## src/rtl/bus_arb2.sv

```systemverilog
// bus_arb2: two-master arbiter in front of a single-port register slave.
// Serialises master A/B accesses, holds the slave address for RD_LAT
// cycles, and returns read data with a one-cycle ack to the winner.
// Ports:
//   i_clk, i_rst          clock, synchronous active-high reset
//   i_a_* / i_b_*         master request, we, addr, write data
//   o_a_ack, o_a_rdata    master A completion pulse and read data
//   o_b_ack, o_b_rdata    master B completion pulse and read data
//   o_we, o_addr, o_data  slave write enable, address, write data
//   i_rdata               slave registered read data
//   o_busy                access in ISSUE or WAIT
// Build option: define BUS_ARB2_FIXED_PRIO_EN for fixed A-over-B
// priority; round-robin arbitration otherwise.
module bus_arb2 #(
   parameter int DATAW  = 8,
   parameter int ADDRW  = 8,
   parameter int RD_LAT = 1
) (
   input  logic             i_clk,
   input  logic             i_rst,
   input  logic             i_a_req,
   input  logic             i_a_we,
   input  logic [ADDRW-1:0] i_a_addr,
   input  logic [DATAW-1:0] i_a_data,
   output logic             o_a_ack,
   output logic [DATAW-1:0] o_a_rdata,
   input  logic             i_b_req,
   input  logic             i_b_we,
   input  logic [ADDRW-1:0] i_b_addr,
   input  logic [DATAW-1:0] i_b_data,
   output logic             o_b_ack,
   output logic [DATAW-1:0] o_b_rdata,
   output logic             o_we,
   output logic [ADDRW-1:0] o_addr,
   output logic [DATAW-1:0] o_data,
   input  logic [DATAW-1:0] i_rdata,
   output logic             o_busy
);

   typedef enum logic [1:0] {
      S_IDLE,
      S_ISSUE,
      S_WAIT,
      S_ACK
   } state_t;

   localparam logic [3:0] CNT_LOAD = 4'(RD_LAT - 1);

   state_t           state_q, state_d;
   logic             gnt_q, gnt_d;
   logic             we_q, we_d;
   logic [ADDRW-1:0] addr_q, addr_d;
   logic [DATAW-1:0] data_q, data_d;
   logic [3:0]       cnt_q, cnt_d;
   logic             a_ack_q, a_ack_d;
   logic             b_ack_q, b_ack_d;
   logic [DATAW-1:0] a_rd_q, a_rd_d;
   logic [DATAW-1:0] b_rd_q, b_rd_d;
   logic             any_req;
   logic             pick_b;

   assign any_req = i_a_req | i_b_req;

`ifdef BUS_ARB2_FIXED_PRIO_EN
   assign pick_b = ~i_a_req;
`else
   // last_q = 1 means B was served last, so A wins the next tie
   logic last_q, last_d;

   assign pick_b = i_b_req & (~i_a_req | ~last_q);

   always_comb begin
      last_d = last_q;
      if (state_q == S_IDLE && any_req)
         last_d = pick_b;
   end

   always_ff @(posedge i_clk) begin
      if (i_rst) last_q <= 1'b1;
      else       last_q <= last_d;
   end
`endif

   always_comb begin
      state_d = state_q;
      gnt_d   = gnt_q;
      we_d    = we_q;
      addr_d  = addr_q;
      data_d  = data_q;
      cnt_d   = cnt_q;
      a_ack_d = 1'b0;
      b_ack_d = 1'b0;
      a_rd_d  = a_rd_q;
      b_rd_d  = b_rd_q;
      unique case (state_q)
         S_IDLE: begin
            if (any_req) begin
               gnt_d   = pick_b;
               we_d    = pick_b ? i_b_we   : i_a_we;
               addr_d  = pick_b ? i_b_addr : i_a_addr;
               data_d  = pick_b ? i_b_data : i_a_data;
               state_d = S_ISSUE;
            end
         end
         S_ISSUE: begin
            cnt_d   = CNT_LOAD;
            state_d = S_WAIT;
         end
         S_WAIT: begin
            if (cnt_q == 4'd0) begin
               if (gnt_q) begin
                  b_rd_d  = i_rdata;
                  b_ack_d = 1'b1;
               end else begin
                  a_rd_d  = i_rdata;
                  a_ack_d = 1'b1;
               end
               state_d = S_ACK;
            end else begin
               cnt_d = cnt_q - 4'd1;
            end
         end
         S_ACK: begin
            state_d = S_IDLE;
         end
      endcase
   end

   always_ff @(posedge i_clk) begin
      if (i_rst) begin
         state_q <= S_IDLE;
         gnt_q   <= 1'b0;
         we_q    <= 1'b0;
         addr_q  <= '0;
         data_q  <= '0;
         cnt_q   <= 4'd0;
         a_ack_q <= 1'b0;
         b_ack_q <= 1'b0;
         a_rd_q  <= '0;
         b_rd_q  <= '0;
      end else begin
         state_q <= state_d;
         gnt_q   <= gnt_d;
         we_q    <= we_d;
         addr_q  <= addr_d;
         data_q  <= data_d;
         cnt_q   <= cnt_d;
         a_ack_q <= a_ack_d;
         b_ack_q <= b_ack_d;
         a_rd_q  <= a_rd_d;
         b_rd_q  <= b_rd_d;
      end
   end

   // address/data registers keep their value outside ISSUE/WAIT
   assign o_we      = (state_q == S_ISSUE) & we_q;
   assign o_addr    = addr_q;
   assign o_data    = data_q;
   assign o_busy    = (state_q == S_ISSUE) | (state_q == S_WAIT);
   assign o_a_ack   = a_ack_q;
   assign o_b_ack   = b_ack_q;
   assign o_a_rdata = a_rd_q;
   assign o_b_rdata = b_rd_q;

endmodule
```

## config.mk

```make
export PLATFORM = sky130hd
export DESIGN_NAME = bus_arb2
export DESIGN_NICKNAME = d
export VERILOG_FILES = /design/src/rtl/bus_arb2.sv
export SDC_FILE = /design/constraint.sdc
export NUM_CORES = 1
export LEC_CHECK = 0
export ABC_AREA = 1
export CAP_MARGIN = 0
export CORE_UTILIZATION = 45
export DETAILED_ROUTE_END_ITERATION = 6
export PLACE_DENSITY = 0.85
export SYNTH_ARGS = -nofsm -noshare
export SYNTH_HDL_FRONTEND = slang
export SYNTH_SLANG_ARGS = --single-unit
```

## constraint.sdc

```tcl
create_clock -name i_clk -period 2.3 [get_ports i_clk]
set_input_delay 0.46 -clock i_clk [delete_from_list [all_inputs] [get_ports i_clk]]
set_output_delay 0.46 -clock i_clk [all_outputs]
set_load 0.05 [all_outputs]
```

# [Yosys cells after proc, flatten, opt, wreduce, memory -nomap -nowiden]
# Index checks and enable logic that the tools add are counted.
[totals] regBits=43 out_inout_bits=36
[op_classes] n_addsub=1 n_eq_ne=6 muxes=10 n_bitwise=10 n_reduce_logical=10
[op_table] cell="$mux W8" count=2
[op_table] cell="$pmux W2 S4" count=1
[op_table] cell="$pmux W4 S2" count=1
[op_table] cell="$ne A2 B2 Y1 const B" count=3
[op_table] cell="$reduce_and A2 Y1" count=3
[op_table] cell="$reduce_and A3 Y1" count=2
[op_table] cell="$not A1 Y1" count=5
[op_table] cell="$eq A2 B2 Y1 const B" count=2
[op_table] cell="$logic_not A4 Y1" count=1
[op_table] cell="$mux W2" count=2
[op_table] cell="$mux W4" count=1
[op_table] cell="$sub A4 B1 Y4 const B" count=1
[op_table] cell="$mux W1" count=3
[op_table] cell="$or A1 B1 Y1" count=3
[op_table] cell="$reduce_or A3 Y1" count=1
[op_table] cell="$and A1 B1 Y1" count=2
[op_table] cell="$eq A2 B1 Y1 const B" count=1
[op_table] cell="$logic_not A2 Y1" count=1
[op_table] cell="$reduce_bool A2 Y1" count=1
[op_table] cell="$logic_and A1 B1 Y1" count=1

# [Depth between registers and ports, before layout]
# Gate-level depths: netlist (run 1).
[depth] word_depth=4 depth_mapped=8 depth_no_buf=7

# [Least setup slack after synthesis (run 1)]
# OpenSTA, ideal clock, no wires.
[synth_path] kind="reg2out" from="register state_q[1]" to="output o_busy" arrival_time_ns=0.936 required_time_ns=1.840 path_slack_ns=0.904 path_stages_with_launch=3 cell_sequence="dfxtp_1 inv_1 ha_1"
[synth_between] elab_chain_len=2 word_cells_on_any_way=3 classes_between="eq/ne (2); bitwise (1)"
[synth_rtl] element="from (decl)" line_no="49" source="state_t state_q, state_d;"
[synth_rtl] element="from (signal assigned)" line_no="142" source="state_q <= state_d;"
[synth_rtl] element="$eq A2 B1 Y1 / $eq A2 B2 Y1 (equally long branches)" line_no="159" source="assign o_busy = (state_q == S_ISSUE) | (state_q == S_WAIT);"
[synth_rtl] element="$or A1 B1 Y1 (*)" line_no="159"
[synth_rtl] element="to (decl)" line_no="37" source="output logic o_busy"
# Mark *: on every way between the ends. The rest lies on a longest branch, timed or not.

# [Worst setup path in the final report (run 1)]
[layout_path] from="register b_rd_q[7], in the netlist o_b_rdata[7]" to="output o_b_rdata[7]"
[layout_lines] element="from (decl)" line_no="58" source="logic [DATAW-1:0] b_rd_q, b_rd_d;"
[layout_lines] element="from (signal assigned)" line_no="151" source="b_rd_q <= b_rd_d;"
[layout_lines] element="to (decl)" line_no="32" source="output logic [DATAW-1:0] o_b_rdata,"
# No word-level cell between the ends.

==> results.md, run 1 <==
- CP required: 1.84 ns
- Diode count: 0
- P per Cell Area: 1200 mW/mm^2
- Hold EP: cnt_q[1]
- Critical-path maximum fanout: 2
- Drt pass-1 iters: 4
- Kind of end point of the critical path: primary output
- Crit Path Category: reg2out
- Total power: 3430 uW
- Clock Pin Slew Worst Setup and Hold Paths: 0.08 ns
- Detail Route Antenna Nets: 0
- CP bufs+invs: 1
- Fin crit share: 0.835
- CP max stage cell: clkdlybuf4s50_1
- Seq pwr share: 0.312
- Post-route setup slack: 0.380 ns
- Later-pin clock latency in the skew report: 0.30 ns
- Sequential share of the synthesized area: 0.435
- Area Overhead vs Synth: 45.0%
- Die width: 68.3 um
- Combinational Power Share: 0.549
- Fmax: 521 MHz
- Critical Path AT: 1.46 ns
- DRC Markers: 0
- Slew @ Worst Pin: 0.532 ns
- TritonCTS clock tree: built
- Synth cell types: 27
- Vias post-DR: 1884
- I/O pin count: 82
- Layout cells sized above 1: 0.0860
- Synth area leaders: dfxtp_1 44%, o21ai_0 12%, inv_1 8.5%
- Cell family with most CP delay: buffers and inverters
- Hold Fails Final Rpt: 0
- WHS Path Cells: 2
- Port Buffers: 81
- Postcts setup bufs: 0
- Max Cap Viol: 0
- Critical R2R Launch: state_q[0]
- Largest net degree at the start of global routing: 36
- R2r worst-path depth: 7
- GRT overflow: 0
- Row Count: 23
- Die Area: 0.00466 mm^2
- First-pass GRT wire length: 7360 um
- Synth Warn #: 0
- Post-synth top area share: 0.435
- Initial DRC count: 124
- Final-layout fill cell count: 362
- DP HPWL: 3340 um
- Clock power share: 0.138
- Fin. max-slew vios: 0
- CTS Buf Count: 5
- P_sw: 1640 uW
- Clock sink total: 43
- DR vias/cell: 4.72
- R2R Path End: o_b_rdata[1]
- Internal Pwr Total: 1800 uW
- Worst rel slew slack: 0.644
- Layout Skew: 0.00677 ns
- Resized Gates After CTS: 0
- Final setup vio count: 0
- Post-Synthesis Cell Area: 0.00198 mm^2
- Syn avg cell area: 7.38 um^2
- Nets: 398
- Switching Fraction: 0.477
- Area leader, netlist: dfxtp_1
- CP startpoint kind: flip-flop
- Setup WS pre-CTS: 0.385 ns
- TNS Setup: 0 ns
- Final min period: 1.92 ns
- Final wirelength: 4600 um
- Slowest stage delay, CP: 0.80 ns
- Post-CTS Hold Buffers: 0
- GP Congestion: 0.748
- Routed WL per cell: 11.5 um
- Syn nets: 318
- Hold Path Class: reg2reg
- CP cell instances: clkdlybuf4s50_1
- H-tree depth: 2
- Gr usage total: 0.214
- Pleak: 0.00129 uW
- Root Buffer: clkbuf_8
- Initial Utilization: 0.481
- Core area: 0.00412 mm^2
- Worst min-delay path startpoint: cnt_q[1]
- Post-synthesis register bit count: 43
- Clock Path Buffers: 2
- Chip height: 68.3 um
- Reg-to-reg slack, setup: 0.78 ns
- Status: complete, no violations
- Syn Inst Count: 268
- Vias in the first global route: 1722
- Initial antenna violation count: 0
- Worst vdd ir: 673 uV
- RSZ-0062 raised after global routing: no
-- worst max path at each step --
| stage | from | end | slack [ns] | cells after the start |
|---|---|---|---|---|
| after floorplan | state_q[1] | o_busy | 0.90 | 2 |
| after global placement | i_a_req | o_data[0] | 0.44 | 6 |
| after detailed placement | i_a_req | o_addr[4] | 0.39 | 6 |
| after CTS | o_addr[7] | o_addr[7] | 0.37 | 1 |
| after global routing | o_b_rdata[7] | o_b_rdata[7] | 0.33 | 1 |
| final | o_b_rdata[7] | o_b_rdata[7] | 0.38 | 1 |
-- cell families (layout without fill, tap and decap cells) --
kind of cell,Yosys count,in the layout,share of synthesized area
buffers and inverters,59,140,0.135
adders and majority gates,4,4,0.0253
AOI/OAI and AO/OA,77,77,0.219
DFF,43,43,0.435
and+or+nand+nor,85,85,0.185
-- stage by stage --
stage	utilization	hold WS (ns)	std cells	instance area, um^2
finish	0.697	0.489	399	2870
global route	0.697	0.495	399	2870
CTS	0.697	0.483	399	2870
detailed placement	0.676	0.473	391	2780
global placement	0.676	0.453	391	2780
floorplan	-	0.444	268	1980
-- cell type report --
cell class,instances,area (um^2),share of cell area
clock buffers,6,72.6,0.0253
flip-flops and latches,43,861,0.300
well taps,50,62.6,0.0218
repair buffers,83,821,0.286
clock inverters,2,12.5,0.00436
multi-input cells,166,850,0.296
inverters,49,190,0.0663
-- layout by cell type (no fill, tap or decap), drive strengths merged --
cell type       n
clkdlybuf4s50  79
o21ai          52
inv            48
dfxtp          43
nor2           43
nand2          33
a21oi          25
clkbuf          6
ha              4
buf             4
nand3           4
clkinv          2
or2             2
nand4           2
nor3            1
clkinvlp        1
-- tightest hold or removal path: cells and delay by family, from the launching register on --
family / cells / cell delay (ns)
simple gates: 1 / 0.06
flops: 1 / 0.32
compound gates: 1 / 0.06
-- per-layer routing --
| metal | part of all wire | GRT usage | routed length (um) | vias up |
|---|---|---|---|---|
| li1 | - | - | - | 995 |
| met1 | 0.42 | 0.237 | 1910 | 817 |
| met2 | 0.49 | 0.363 | 2260 | 67 |
| met3 | 0.085 | 0.0883 | 392 | 5 |
| met4 | 0.0083 | 0.0781 | 38 | 0 |
| met5 | 0 | 0 | 0 | - |
-- registers in the layout, summed over array words and instances, names as in the netlist --
name       flops
o_b_ack        1
o_data         8
o_b_rdata      8
o_a_ack        1
o_addr         8
cnt_q          4
o_a_rdata      8
last_q         1
gnt_q          1
we_q           1
state_q        2
-- cell usage after synthesis (all sizes together) --
cell type / n
nand2: 33
nand3: 4
o21ai: 52
clkinv: 1
nand4: 2
buf: 6
or2: 2
nor3: 1
ha: 4
dfxtp: 43
nor2: 43
inv: 48
a21oi: 25
clkbuf: 4
-- power by group through the flow --
stage / logic [uW] / registers (uW) / clock network (uW)
after floorplan: 822 / 1650 / 0
after global placement: 1850 / 1080 / 0
after detailed placement: 1890 / 1090 / 0
after CTS: 1900 / 1080 / 487
after global routing: 2040 / 1100 / 513
final: 1890 / 1070 / 475
(Power assumes the default switching activity.)
==> run 2, diff against run 1 <==
--- a/config.mk
+++ b/config.mk
@@ -7,9 +7,9 @@
 export LEC_CHECK = 0
 export ABC_AREA = 1
 export CAP_MARGIN = 0
-export CORE_UTILIZATION = 45
+export CORE_UTILIZATION = 38
 export DETAILED_ROUTE_END_ITERATION = 6
-export PLACE_DENSITY = 0.85
+export PLACE_DENSITY = 0.76
 export SYNTH_ARGS = -nofsm -noshare
 export SYNTH_HDL_FRONTEND = slang
 export SYNTH_SLANG_ARGS = --single-unit
==> constraint.sdc (replaced) <==
create_clock -name i_clk -period 1.65 [get_ports i_clk]
set_input_delay 0.33 -clock i_clk [delete_from_list [all_inputs] [get_ports i_clk]]
set_output_delay 0.33 -clock i_clk [all_outputs]
set_load 0.05 [all_outputs]
==> results.md, run 2 (synthesized netlist as in run 1, its figures left out) <==
- Switching Fraction: 0.463 (-0.0142)
- Resized Gates After CTS: 0 (unchanged)
- Worst vdd ir: 1050 uV (+56%)
- Combinational Power Share: 0.571 (+0.022)
- Gr usage total: 0.169 (-0.0449)
- Kind of end point of the critical path: primary output
- DR vias/cell: 4.47 (-5.3%)
- Nets: 404 (+1.5%)
- Hold Path Class: reg2reg
- Vias post-DR: 1879 (-0.27%)
- Routed WL per cell: 10.3 um (-11%)
- Die width: 74.2 um (+8.6%)
- Diode count: 0 (unchanged)
- CP max stage cell: ha_1
- Vias in the first global route: 1680 (-2.4%)
- Clock Pin Slew Worst Setup and Hold Paths: 0.07 ns (about the same)
- TritonCTS clock tree: built
- Layout Skew: 0.00873 ns (+0.00196 ns)
- Final-layout fill cell count: 475 (+31%)
- Initial Utilization: 0.405 (-0.0753)
- Seq pwr share: 0.307 (-0.005)
- Initial antenna violation count: 0 (unchanged)
- Cell family with most CP delay: adder cells
- I/O pin count: 82 (unchanged)
- CTS Buf Count: 5 (unchanged)
- RSZ-0062 raised after global routing: no
- CP cell instances: inv_1 > ha_1 > buf_12
- Most frequent cells in the layout: 48 x o21ai_0, 45 x inv_1, 45 x clkdlybuf4s50_1
- H-tree depth: 2 (unchanged)
- Status: complete, no violations
- First-pass GRT wire length: 7160 um (-2.8%)
- Critical Path AT: 1.21 ns (-0.25 ns)
- Initial DRC count: 71 (-43%)
- Layout cells sized above 1: 0.193 (+0.107)
- DP HPWL: 3280 um (-1.9%)
- Slowest stage delay, CP: 0.35 ns (-0.45 ns)
- Internal Pwr Total: 2640 uW (+47%)
- GP Congestion: 0.761 (+1.8%)
- CP bufs+invs: 2 (+1)
- Final setup vio count: 0 (unchanged)
- Port Buffers: 81 (unchanged)
- Fin crit share: 0.932
- Row Count: 25 (+8.7%)
- Fmax: 651 MHz
- CP required: 1.32 ns (-0.52 ns)
- Max Cap Viol: 0 (unchanged)
- Crit Path Category: reg2out
- Worst rel slew slack: 0.849 (+0.206)
- P_sw: 2270 uW (+39%)
- P per Cell Area: 1690 mW/mm^2 (+41%)
- Reg-to-reg slack, setup: 0.24 ns (-0.54 ns)
- Detail Route Antenna Nets: 0 (unchanged)
- Clock sink total: 43 (unchanged)
- Register Area: 861 um^2 (unchanged)
- Final wirelength: 4320 um (-6.1%)
- Clock power share: 0.122 (-0.016)
- Largest net degree at the start of global routing: 36 (unchanged)
- Pleak: 0.00140 uW (+8.2%)
- TNS Setup: 0 ns (unchanged)
- Area Overhead vs Synth: 46.6%
- CP startpoint kind: flip-flop
- Drt pass-1 iters: 4 (unchanged)
- Core Util, Final: 0.594 (-0.103)
- Post-CTS Hold Buffers: 0 (unchanged)
- Clock Path Buffers: 2 (unchanged)
- Die Area: 0.00550 mm^2 (+18%)
- GRT overflow: 0 (unchanged)
- Final min period: 1.54 ns
- Root Buffer: clkbuf_8
- Postcts setup bufs: 0 (unchanged)
- DRC Markers: 0 (unchanged)
- Later-pin clock latency in the skew report: 0.28 ns (-0.02 ns)
- Chip height: 74.2 um (+8.6%)
- Most common cell after layout, fill and taps aside: o21ai_0
- Fin. max-slew vios: 0 (unchanged)
- Area of the multi-input gates: 850 um^2 (unchanged)
- Critical-path maximum fanout: 3 (+1)
- Hold Fails Final Rpt: 0 (unchanged)
- Core area: 0.00488 mm^2 (+19%)
- Slew @ Worst Pin: 0.223 ns (-0.309 ns)
run 2: changes by cell type in the layout (fill, tap and decap cells not counted):
cell             previous run  this run
buf_4                       4        39
clkinv_2                    2         1
clkinvlp_4                  1         0
buf_12                      0         5
clkdlybuf4s50_1            79        45
run 2: stage by stage:
| step | power, uW | std cells | setup WS, ns | hold slack (ns) | instance area [um^2] |
|---|---|---|---|---|---|
| after CTS | 4950 | 420 | 0.0940 | 0.473 | 2900 |
| after global placement | 4290 | 414 | 0.0531 | 0.455 | 2830 |
| after floorplan | 3450 | 268 | 0.382 | 0.444 | 1980 |
| final | 4910 | 420 | 0.113 | 0.467 | 2900 |
| after detailed placement | 4340 | 414 | 0.0143 | 0.462 | 2830 |
| after global routing | 5250 | 420 | 0.0422 | 0.498 | 2900 |
run 2: per-layer routing:
metal | vias to the layer above | wire (um) | GRT usage
met2 | 75 | 1900 | 0.272
li1 | 1008 | - | -
met3 | 7 | 409 | 0.0664
met5 | - | 0 | 0
met1 | 789 | 1940 | 0.201
met4 | 0 | 73 | 0.0705
run 2: worst paths after layout:
path	to	depth (start not counted)	from
min	cnt_q[1]	2	cnt_q[1]
max	o_busy	3	state_q[0]
min reg2reg	cnt_q[1]	2	cnt_q[1]
max reg2reg	o_b_rdata[6]	7	state_q[0]
run 2: cell type report:
class	count	share of cell area
Clock buffer	6	0.0250
Inverter	49	0.0656
Multi-Input combinational cell	166	0.293
Sequential cell	43	0.297
Tap cell	67	0.0289
Timing Repair Buffer	89	0.291
run 2: worst register-to-register path, cell delays in order (launching register included):
cell and delay [ns]:
dfxtp_1 0.32, inv_1 0.10, ha_1 0.28, nand3_4 0.14, nor2_4 0.21, inv_4 0.09, nor2_1 0.11, nor2_1 0.06
run 2: power by group through the flow:
| stage | Clock (uW) | Sequential [uW] | Combinational, uW |
|---|---|---|---|
| global placement | 0 | 1520 | 2770 |
| finish | 599 | 1510 | 2800 |
| global route | 662 | 1540 | 3040 |
| detailed placement | 0 | 1520 | 2820 |
| floorplan | 0 | 2300 | 1150 |
| CTS | 621 | 1510 | 2820 |
